`src/rtl/bp_pkg.sv`:
```
// +---------------------------------------------------------------------------+
// | bp_pkg - shared constants, FSM state type and counter helper for the BHT   |
// | Rev 1.0                                                                    |
// +---------------------------------------------------------------------------+
`default_nettype none

package bp_pkg;

  localparam logic [5:0] BEQ = 6'b000100;
  localparam logic [5:0] BNE = 6'b000101;

  localparam int BP_BIMODAL = 0;
  localparam int BP_GSHARE  = 1;

  localparam int CNT_W_MAX = 4;

  typedef enum logic [0:0] {
    ST_INIT = 1'b0,
    ST_RUN  = 1'b1
  } bp_state_e;

  // Counter is carried at the widest legal width; callers truncate to cnt_w.
  function automatic logic [CNT_W_MAX-1:0] sat_update(
    input logic [CNT_W_MAX-1:0] cnt,
    input logic                 taken,
    input int                   cnt_w
  );
    logic [CNT_W_MAX-1:0] max_v;
    max_v = CNT_W_MAX'((1 << cnt_w) - 1);
    if (taken) begin
      sat_update = (cnt >= max_v) ? max_v : cnt + CNT_W_MAX'(1);
    end else begin
      sat_update = (cnt == '0) ? '0 : cnt - CNT_W_MAX'(1);
    end
  endfunction

endpackage

`default_nettype wire

```
`src/rtl/bp_sat_counter.sv`:
```
// +---------------------------------------------------------------------------+
// | bp_sat_counter - combinational saturating up/down next-value logic        |
// | Rev 1.0                                                                    |
// +---------------------------------------------------------------------------+
`default_nettype none

module bp_sat_counter
  import bp_pkg::*;
#(
  parameter int CNT_W = 2
) (
  input  logic [CNT_W-1:0] cnt_i,
  input  logic             taken_i,
  output logic [CNT_W-1:0] cnt_o
);

  logic [CNT_W_MAX-1:0] w_next_wide;

  assign w_next_wide = sat_update(CNT_W_MAX'(cnt_i), taken_i, CNT_W);
  assign cnt_o       = w_next_wide[CNT_W-1:0];

endmodule

`default_nettype wire

```
`src/rtl/branch_predict_bht.sv`:
```
// +---------------------------------------------------------------------------+
// | branch_predict_bht - bimodal/gshare branch history table with statistics  |
// | Rev 1.0                                                                    |
// +---------------------------------------------------------------------------+
`default_nettype none

module branch_predict_bht
  import bp_pkg::*;
#(
  parameter int IDX_W = 6,
  parameter int CNT_W = 2,
  parameter int MODE  = 0
) (
  input  logic             clk,
  input  logic             rst_n,
  input  logic             stall,
  input  logic [31:0]      if_pc,
  output logic             pred_taken,
  output logic [IDX_W-1:0] pred_idx,
  output logic             ready,
  input  logic             upd_valid,
  input  logic [IDX_W-1:0] upd_idx,
  input  logic             upd_taken,
  input  logic             upd_pred,
  output logic [31:0]      br_cnt,
  output logic [31:0]      miss_cnt
);

  localparam int             DEPTH    = 1 << IDX_W;
  localparam logic [CNT_W-1:0] INIT_VAL = CNT_W'((1 << (CNT_W - 1)) - 1);

  bp_state_e        state_q;
  logic             ready_q;
  logic [IDX_W-1:0] ptr_q;
  logic [IDX_W-1:0] ghr_q,      ghr_d;
  logic [31:0]      br_cnt_q,   br_cnt_d;
  logic [31:0]      miss_cnt_q, miss_cnt_d;
  logic [CNT_W-1:0] table_q [DEPTH];

  logic [IDX_W-1:0] w_pc_idx;
  logic [IDX_W-1:0] w_idx;
  logic [IDX_W-1:0] w_ghr_shift;
  logic             w_upd_fire;
  logic [CNT_W-1:0] w_sat_next;
  logic             w_we;
  logic [IDX_W-1:0] w_waddr;
  logic [CNT_W-1:0] w_wdata;
  logic             w_unused;

  assign w_pc_idx = if_pc[IDX_W+1:2];
  assign w_unused = ^{if_pc[31:IDX_W+2], if_pc[1:0], ghr_q};

  generate
    if (MODE == BP_GSHARE) begin : g_gshare
      assign w_idx = w_pc_idx ^ ghr_q;
    end else begin : g_bimodal
      assign w_idx = w_pc_idx;
    end
  endgenerate

  generate
    if (IDX_W == 1) begin : g_ghr_w1
      assign w_ghr_shift = upd_taken;
    end else begin : g_ghr_wn
      assign w_ghr_shift = {ghr_q[IDX_W-2:0], upd_taken};
    end
  endgenerate

  // Read is straight from the flops: an update this cycle shows up next cycle.
  assign pred_idx   = w_idx;
  assign pred_taken = ready_q & table_q[w_idx][CNT_W-1];
  assign ready      = ready_q;
  assign br_cnt     = br_cnt_q;
  assign miss_cnt   = miss_cnt_q;

  assign w_upd_fire = (state_q == ST_RUN) && upd_valid && !stall;

  bp_sat_counter #(
    .CNT_W (CNT_W)
  ) u_sat (
    .cnt_i   (table_q[upd_idx]),
    .taken_i (upd_taken),
    .cnt_o   (w_sat_next)
  );

  // Single write port shared by the init sweep and the update path.
  always_comb begin
    w_we    = 1'b0;
    w_waddr = ptr_q;
    w_wdata = INIT_VAL;
    if (state_q == ST_INIT) begin
      w_we = 1'b1;
    end else if (w_upd_fire) begin
      w_we    = 1'b1;
      w_waddr = upd_idx;
      w_wdata = w_sat_next;
    end
  end

  always_ff @(posedge clk) begin
    if (rst_n && w_we) begin
      table_q[w_waddr] <= w_wdata;
    end
  end

  always_ff @(posedge clk) begin
    if (!rst_n) begin
      state_q <= ST_INIT;
      ptr_q   <= '0;
      ready_q <= 1'b0;
    end else begin
      case (state_q)
        ST_INIT: begin
          ptr_q <= ptr_q + IDX_W'(1);
          if (ptr_q == IDX_W'(DEPTH - 1)) begin
            state_q <= ST_RUN;
            ready_q <= 1'b1;
          end
        end
        ST_RUN: begin
          ready_q <= 1'b1;
        end
        default: begin
          state_q <= ST_INIT;
          ptr_q   <= '0;
          ready_q <= 1'b0;
        end
      endcase
    end
  end

  always_comb begin
    ghr_d      = ghr_q;
    br_cnt_d   = br_cnt_q;
    miss_cnt_d = miss_cnt_q;
    if (w_upd_fire) begin
      ghr_d = w_ghr_shift;
      if (br_cnt_q != 32'hFFFF_FFFF) begin
        br_cnt_d = br_cnt_q + 32'd1;
      end
      if ((upd_taken != upd_pred) && (miss_cnt_q != 32'hFFFF_FFFF)) begin
        miss_cnt_d = miss_cnt_q + 32'd1;
      end
    end
  end

  always_ff @(posedge clk) begin
    if (!rst_n) begin
      ghr_q      <= '0;
      br_cnt_q   <= '0;
      miss_cnt_q <= '0;
    end else begin
      ghr_q      <= ghr_d;
      br_cnt_q   <= br_cnt_d;
      miss_cnt_q <= miss_cnt_d;
    end
  end

endmodule

`default_nettype wire

```
`config.mk`:
```
export PLATFORM = sky130hd
export DESIGN_NAME = branch_predict_bht
export DESIGN_NICKNAME = d
export VERILOG_FILES = /design/src/rtl/bp_pkg.sv /design/src/rtl/bp_sat_counter.sv /design/src/rtl/branch_predict_bht.sv
export SDC_FILE = /design/constraint.sdc
export NUM_CORES = 1
export LEC_CHECK = 0
export CAP_MARGIN = 40
export CORE_MARGIN = 5
export CORE_UTILIZATION = 45
export DETAILED_ROUTE_END_ITERATION = 6
export MAX_ROUTING_LAYER = met4
export PLACE_DENSITY = 0.68
export SLEW_MARGIN = 20
export SYNTH_ARGS = -nofsm -noshare
export SYNTH_HDL_FRONTEND = slang
export SYNTH_HIERARCHICAL = 1
export SYNTH_SLANG_ARGS = --single-unit
```
`constraint.sdc`:
```
create_clock -name clk -period 11.35 [get_ports clk]
set_input_delay 2.27 -clock clk [delete_from_list [all_inputs] [get_ports clk]]
set_output_delay 2.27 -clock clk [all_outputs]
set_load 0.03 [all_outputs]
```
==> results of run 1 <==
## flip-flops by register name (all words and copies together) (netlist names)
register / count
miss_cnt: 32
ready: 1
br_cnt: 32
state_q: 1
table_q: 128
ptr_q: 6
## cells in the final DEF, fill, tap and decap left out, types with 11 or more instances in the layout
cell / netlist / routed
a21oi_1: 40 / 40
clkbuf_16: 0 / 17
clkdlybuf4s50_1: 0 / 88
dfxtp_1: 72 / 72
edfxtp_1: 128 / 128
mux2i_1: 20 / 20
mux4_2: 53 / 53
nand2_1: 58 / 58
nand2b_1: 12 / 11
nand3_1: 29 / 29
nand4_1: 22 / 22
nor2_1: 94 / 94
o21ai_0: 38 / 38
o31ai_1: 16 / 16
or3_1: 34 / 34
or4_1: 11 / 11
xor2_1: 11 / 11
## where the power goes
part	total [mW]	internal, mW	switching, mW
registers	0.768	0.766	0.00198
logic	0.0699	0.0301	0.0399
clock network	0.606	0.313	0.293
total	1.44	1.11	0.335
## through the flow
| step | std cells | area, um2 | hold WS, ns | power [mW] | setup slack, ns |
|---|---|---|---|---|---|
| finish | 1159 | 11350 | 0.5007 | 1.443 | 4.009 |
| global route | 1159 | 11350 | 0.5132 | 1.487 | 3.892 |
| CTS | 1158 | 11340 | 0.5016 | 1.453 | 3.999 |
| detailed placement | 1126 | 10760 | 0.4905 | 0.8547 | 4.018 |
| global placement | 1119 | 10620 | 0.4788 | 0.8531 | 3.550 |
| floorplan | 794 | 9530 | 0.5333 | 0.8317 | 4.906 |
## worst register-to-register path, delay by kind of cell (launching register included)
family        cells  cell delay [ns]
fa+ha+maj         1             0.33
simple gates      3             0.61
flops             1             0.42
buf+inv           2             0.43
mux               2             0.98
## area by class of cell
class / instances / area [um2] / share of cell area
tap: 275 / 344.1 / 0.03032
multi-input combinational: 537 / 4010 / 0.3534
clock inverter: 15 / 160.2 / 0.01411
sequential: 200 / 5285 / 0.4657
inverter: 10 / 37.54 / 0.003308
clock buffer: 17 / 425.4 / 0.03749
timing repair buffer: 105 / 1086 / 0.09570
## path summary, 6_finish.rpt
path | start | endpoint | slack [ns] | cells after the start
worst min register to register | miss_cnt[17] | miss_cnt[17] | 0.50 | 2
worst max-delay path | if_pc[3] | pred_taken | 4.01 | 6
worst max register to register | table_q[15][1] | table_q[16][0] | 8.31 | 8
worst min-delay path | miss_cnt[17] | miss_cnt[17] | 0.50 | 2
## logic make-up after synthesis
| family | Yosys count | share of synthesized area |
|---|---|---|
| AND/OR/NAND/NOR | 315 | 0.1705 |
| multiplexers | 74 | 0.1474 |
| AO/OA/AOI/OAI | 127 | 0.08074 |
| flip-flops | 200 | 0.5545 |
| XOR/XNOR | 16 | 0.01470 |
| buffers and inverters | 57 | 0.02573 |
| adder cells (fa/ha/maj) | 5 | 0.006302 |
## layer usage
metal,vias to the layer above,part of all wire,global-route usage
li1,3238,-,-
met1,3457,0.44,0.2613
met2,272,0.48,0.3070
met3,18,0.070,0.03828
met4,0,0.0094,0.04544
met5,-,0,-
==> impl_metrics.json, run 1 <==
{
  "crit_chain": "clkdlybuf4s50_1, mux4_2, mux4_2, o2111ai_1, o21ai_0, clkdlybuf4s50_1",
  "fin_worst_skew_ns": 0.01174,
  "ys_ff_latch": 200,
  "cts_tree": "yes",
  "postCtsSetupBuffers": 0,
  "rsz0062_at_grt": "false",
  "tightest_slew_ns": 0.8101,
  "hold_buffers": 0,
  "p_leak_nw": 3.748,
  "hold_viol": 0,
  "area_growth_syn_to_layout_pct": 19.08,
  "syn_nets": 841,
  "power_density_mw_per_mm2": 127.2,
  "gp_congestion": 0.8186,
  "clock_latency_ns": 0.44,
  "synth_cells": 794,
  "critPathBufInv": 2,
  "dp_hpwl_mm": 15.11,
  "fin_crit_sh": 0.6468,
  "status": "complete, no violations",
  "grt_pass1_wl_mm": 35.77,
  "cts_buffer_depth": 2,
  "final_antenna_net_count": 0,
  "relSlewSlack": 0.4554,
  "nets": 918,
  "die_area_mm2": 0.02419,
  "vias": 6985,
  "die_x_um": 155.5,
  "port-buffer-count": 89,
  "yosysMostFrequentCell": "edfxtp_1",
  "fin_tns_setup_ns": 0,
  "crit_required_ns": 9.08,
  "synthFlopType": "edfxtp_1",
  "ys_types": 57,
  "crit_slowest_cell": "clkdlybuf4s50_1",
  "fmax_ghz": 0.1362,
  "clock-root-buffer": "clkbuf_16",
  "synth_warnings": 6,
  "overflow": 0,
  "diodes": 0,
  "cpLargestDelayFamily": "buffers and inverters",
  "ys_seq_area_frac": 0.5545,
  "syn_area_mm2": 0.009530,
  "synth_area_leaders": "edfxtp_1 (40%), dfxtp_1 (15%), mux4_2 (13%)",
  "drv_slew": 0,
  "first_global_vias": 6523,
  "synth_common_cells": "edfxtp_1 (128), nor2_1 (94), dfxtp_1 (72), nand2_1 (58), mux4_2 (53)",
  "core_mm2": 0.02096,
  "drc": 0,
  "avgRoutedWirePerCell_um": 19.45,
  "h-tree-depth": 4,
  "fill_cells": 1826,
  "synth_top_area_share": 0.4033,
  "drive_gt1_frac": 0.1290,
  "fin_util": 0.5416,
  "end_kind": "output port",
  "drt_wl_total_mm": 22.55,
  "cp.arrival_ns": 5.07,
  "cts_num_sinks": 200,
  "maxCapViolCount": 0,
  "yosysTopAreaCell": "edfxtp_1",
  "syn-mean-instance-area_um2": 12.00,
  "vdd_drop_max_uv": 107.3,
  "cts_resized": 0,
  "path_max_fanout": 6,
  "grt_max_degree": 60,
  "start_util": 0.4548,
  "ios": 116,
  "crit_type": "primary input to output port",
  "post-route-min-period_ns": 7.341,
  "drt_iter0_drc": 490,
  "rows": 53,
  "die_y_um": 155.5,
  "cts_inserted_buffers": 17,
  "synth-edff-count": 128,
  "hold_class": "flip-flop to flip-flop",
  "setup_viol": 0,
  "max_stage_delay_ns": 0.72,
  "track_usage": 0.1939,
  "via_per_inst": 6.027,
  "clk_pin_slew_ns": 0.08,
  "antenna_found_initial": 0,
  "first_pass_iters": 4,
  "postSynth.asyncResetShare": 0,
  "critPathLaunchType": "primary input"
}
Note: power is estimated with default switching activity, not from simulation.
==> run 2, diff against run 1 <==
==> constraint.sdc (replaced) <==
create_clock -name clk -period 7.3 [get_ports clk]
set_input_delay 1.46 -clock clk [delete_from_list [all_inputs] [get_ports clk]]
set_output_delay 1.46 -clock clk [all_outputs]
set_load 0.03 [all_outputs]
==> run 2 against run 1 <==
Net effect: sequential share of layout area fell by 0.16 points; worst setup slack lost 2.6 ns; sequential power grew 55%; largest power group unchanged.
==> impl_metrics.json, run 2 (synthesized netlist as in run 1, its figures left out) <==
{
  "cp.arrival_ns": 4.45,
  "setup_viol": 0,
  "track_usage": 0.1927,
  "fill_cells": 1823,
  "vias": 6875,
  "cts_inserted_buffers": 17,
  "drt_wl_total_mm": 22.73,
  "routed.top_layer": "met4",
  "first_global_vias": 6489,
  "total_power_mw": 2.264,
  "cts_tree": "yes",
  "critPathLaunchType": "primary input",
  "cpLargestDelayFamily": "buffers and inverters",
  "cts_num_sinks": 200,
  "nets": 921,
  "dp_hpwl_mm": 15.78,
  "relSlewSlack": 0.5469,
  "start_util": 0.4548,
  "cts_resized": 0,
  "gp_congestion": 0.8464,
  "h-tree-depth": 4,
  "port-buffer-count": 89,
  "crit_slowest_cell": "clkdlybuf4s50_1",
  "end_kind": "output port",
  "fin_tns_setup_ns": 0,
  "ios": 116,
  "final_cell_mix": "edfxtp_1 (128), nor2_1 (94), clkdlybuf4s50_1 (88)",
  "crit_required_ns": 5.84,
  "diodes": 0,
  "crit_type": "primary input to output port",
  "critPathLaunch": "if_pc[3]",
  "r2r-end": "table_q[10][0]",
  "hold_class": "flip-flop to flip-flop",
  "path_max_fanout": 10,
  "area_growth_syn_to_layout_pct": 19.50,
  "power_density_mw_per_mm2": 198.8,
  "p_leak_nw": 3.762,
  "max_stage_delay_ns": 0.90,
  "r2r-start": "table_q[46][1]",
  "rsz0062_at_grt": "false",
  "core_mm2": 0.02096,
  "status": "complete, no violations",
  "vdd_drop_max_uv": 185.1,
  "hold_buffers": 0,
  "crit_path_end": "pred_taken",
  "rows": 53,
  "die_area_mm2": 0.02419,
  "grt_pass1_wl_mm": 35.45,
  "route.met2.wl_mm": 11.08,
  "maxCapViolCount": 0,
  "postCtsSetupBuffers": 0,
  "clock_latency_ns": 0.44,
  "via_per_inst": 5.917,
  "hold_viol": 0,
  "drive_gt1_frac": 0.1319,
  "tightest_slew_ns": 0.6775,
  "final_antenna_net_count": 0,
  "fin_crit_sh": 0.8091,
  "overflow": 0,
  "post-route-min-period_ns": 5.906,
  "largest_register_ff_count": 128,
  "ff2ff_path_depth": 7,
  "cts_buffer_depth": 2,
  "critPathBufInv": 2,
  "drt_iter0_drc": 503,
  "first_pass_iters": 5,
  "hp-start": "miss_cnt[17]",
  "dr_wl_met3_mm": 1.629,
  "avgRoutedWirePerCell_um": 19.56,
  "clk_pin_slew_ns": 0.08,
  "fmax_ghz": 0.1693,
  "r2r_setup_slack_ns": 4.20,
  "grt_max_degree": 60,
  "drv_slew": 0,
  "antenna_found_initial": 0,
  "hold_depth": 2,
  "largest_register": "table_q",
  "clock-root-buffer": "clkbuf_16",
  "worst-path-stages": 6,
  "crit_chain": "clkdlybuf4s50_1, mux4_2, mux4_2, o2111ai_1, o21ai_0, clkdlybuf4s50_1",
  "layout_commonest_cell": "edfxtp_1",
  "fin_worst_skew_ns": 0.01290,
  "die_y_um": 155.5,
  "die_x_um": 155.5,
  "drt-met1-wl_mm": 9.771,
  "drc": 0
}
-- run 2: layout make-up --
cell class / count / area [um2] / share of cell area
tap: 275 / 344.1 / 0.03021
timing repair buffer: 108 / 1121 / 0.09844
multi-input combinational: 537 / 4010 / 0.3521
clock inverter: 15 / 165.2 / 0.01450
sequential: 200 / 5285 / 0.4641
inverter: 10 / 37.54 / 0.003296
clock buffer: 17 / 425.4 / 0.03735
-- run 2: metrics by stage --
stage | utilization | instance area (um2) | hold WS, ns | instances | worst slack, ns
3_5_place_dp | 0.5130 | 10750 | 0.4778 | 1127 | 1.397
5_1_grt | 0.5435 | 11390 | 0.5363 | 1162 | 1.298
3_3_place_gp | 0.5082 | 10650 | 0.4762 | 1121 | 1.379
2_1_floorplan | - | 9530 | 0.5333 | 794 | 2.476
6_report | 0.5435 | 11390 | 0.4886 | 1162 | 1.394
4_1_cts | 0.5412 | 11340 | 0.4894 | 1159 | 1.368
-- run 2: worst min path at each step --
| stage | endpoint | slack [ns] |
|---|---|---|
| after floorplan | ptr_q[2] | 0.53 |
| after global placement | miss_cnt[17] | 0.48 |
| after detailed placement | miss_cnt[17] | 0.48 |
| after CTS | miss_cnt[17] | 0.49 |
| after global routing | br_cnt[31] | 0.54 |
| final | miss_cnt[17] | 0.49 |
-- run 2: tightest hold or removal path: cells and delay by family, from the launching register on --
family           cells  cell delay (ns)
multiplexers         1             0.05
flip-flops           1             0.33
AND/OR/NAND/NOR      1             0.06
-- run 2: metal layers --
layer,global-route usage,vias to the layer above
met1,0.2525,3399
met2,0.3107,235
met4,0.04627,0
met5,-,-
li1,-,3218
met3,0.04078,23
-- run 2: where the power goes --
| part | internal [mW] | switching, mW | total, mW |
|---|---|---|---|
| sequential | 1.19 | 0.00321 | 1.19 |
| clock | 0.514 | 0.442 | 0.956 |
| combinational | 0.0501 | 0.0642 | 0.114 |
| total | 1.75 | 0.510 | 2.26 |
==> run 3, diff against run 2 <==
==> constraint.sdc (replaced) <==
create_clock -name clk -period 5.69 [get_ports clk]
set_input_delay 1.138 -clock clk [delete_from_list [all_inputs] [get_ports clk]]
set_output_delay 1.138 -clock clk [all_outputs]
set_load 0.03 [all_outputs]
==> run 3 against run 2 <==
Net effect: via count rose by 0.52%; largest cell class unchanged; hold slack improved by 0.0070 ns; critical endpoint unchanged; largest power group unchanged; sequential power rose by 29%; sequential share of layout area rose by 0.18 points.
==> impl_metrics.json, run 3 (synthesized netlist as in run 1, its figures left out) <==
{
  "clock-root-buffer": "clkbuf_16",
  "vias": 6911,
  "critPathLaunchType": "primary input",
  "final_cell_mix": "edfxtp_1 (128), nor2_1 (94), clkdlybuf4s50_1 (88)",
  "power_density_mw_per_mm2": 256.2,
  "hold_viol": 0,
  "avgRoutedWirePerCell_um": 19.60,
  "timing.final.ws_setup_ns": 0.6263,
  "fmax_ghz": 0.1975,
  "largest_register": "table_q",
  "start_util": 0.4548,
  "setup_viol": 0,
  "drv_slew": 0,
  "grt_busiest_layer": "met2",
  "port-buffer-count": 89,
  "vdd_drop_max_uv": 220.6,
  "use_met1": 0.2572,
  "fin_crit_sh": 0.8899,
  "crit_required_ns": 4.55,
  "track_usage": 0.1948,
  "drive_gt1_frac": 0.1321,
  "post-route-min-period_ns": 5.064,
  "first_pass_iters": 4,
  "first_global_vias": 6579,
  "path_max_fanout": 7,
  "holdWs_ns": 0.4956,
  "rows": 53,
  "h-tree-depth": 4,
  "cp.arrival_ns": 3.93,
  "drt_wl_total_mm": 22.75,
  "hold_buffers": 0,
  "maxCapViolCount": 0,
  "total_power_mw": 2.906,
  "area_growth_syn_to_layout_pct": 19.04,
  "layout_commonest_cell": "edfxtp_1",
  "grt_max_degree": 60,
  "final_cells": 1161,
  "fin_tns_setup_ns": 0,
  "clk_pin_slew_ns": 0.08,
  "via_per_inst": 5.953,
  "cts_tree": "yes",
  "cts_inserted_buffers": 17,
  "ios": 116,
  "relSlewSlack": 0.5348,
  "status": "complete, no violations",
  "final_antenna_net_count": 0,
  "largest_register_ff_count": 128,
  "dp_hpwl_mm": 15.61,
  "hold_class": "flip-flop to flip-flop",
  "core_mm2": 0.02096,
  "clock_latency_ns": 0.44,
  "overflow": 0,
  "grt_util_met2": 0.3155,
  "diodes": 0,
  "dp.cells": 1128,
  "groute.layer.met3.usage": 0.03384,
  "antenna_found_initial": 0,
  "die_area_mm2": 0.02419,
  "cts_num_sinks": 200,
  "postCtsSetupBuffers": 0,
  "p_leak_nw": 3.763,
  "gp_congestion": 0.8884,
  "drt_iter0_drc": 485,
  "crit_type": "primary input to output port",
  "cts_buffer_depth": 2,
  "tightest_slew_ns": 0.6978,
  "die_x_um": 155.5,
  "grt_pass1_wl_mm": 35.94,
  "end_kind": "output port",
  "drc": 0,
  "nets": 920,
  "fin_worst_skew_ns": 0.01216,
  "dp_slack_ns": 0.6719,
  "die_y_um": 155.5,
  "cts_resized": 0,
  "rsz0062_at_grt": "false"
}
[run 3: through the flow]
stage          utilization  instance area (um2)
6_report            0.5414                11340
5_1_grt             0.5414                11340
4_1_cts             0.5411                11340
3_5_place_dp        0.5124                10740
3_3_place_gp        0.5097                10680
2_1_floorplan            -                 9530
[run 3: final cells by class]
class | count | area [um2]
fillers | 1827 | 9610
multi-input cells | 537 | 4010
well taps | 275 | 344.1
flip-flops and latches | 200 | 5285
clock buffers | 19 | 464.2
clock inverters | 13 | 137.6
inverters | 10 | 37.54
repair buffers | 107 | 1066
[run 3: final timing paths]
| path | from | end | slack [ns] | cells after the start |
|---|---|---|---|---|
| min | miss_cnt[20] | miss_cnt[20] | 0.50 | 2 |
| min reg2reg | miss_cnt[20] | miss_cnt[20] | 0.50 | 2 |
| max | if_pc[3] | pred_taken | 0.63 | 6 |
| max reg2reg | table_q[46][1] | table_q[55][1] | 2.81 | 7 |
[run 3: where the power goes]
part | switching (mW) | internal [mW] | total [mW]
Combinational | 0.0808 | 0.0608 | 0.142
Sequential | 0.00415 | 1.53 | 1.53
Clock | 0.576 | 0.656 | 1.23
[run 3: routing by layer]
| layer | wire length, um | vias up | part of all wire |
|---|---|---|---|
| met5 | 0 | - | 0 |
| met4 | 326 | 0 | 0.014 |
| met3 | 1563 | 29 | 0.069 |
| met2 | 11150 | 262 | 0.49 |
| met1 | 9718 | 3399 | 0.43 |
| li1 | - | 3221 | - |
[run 3: critical path: stages]
cell and delay [ns]:
clkdlybuf4s50_1 0.73, mux4_2 0.58, mux4_2 0.52, o2111ai_1 0.18, o21ai_0 0.14, clkdlybuf4s50_1 0.64
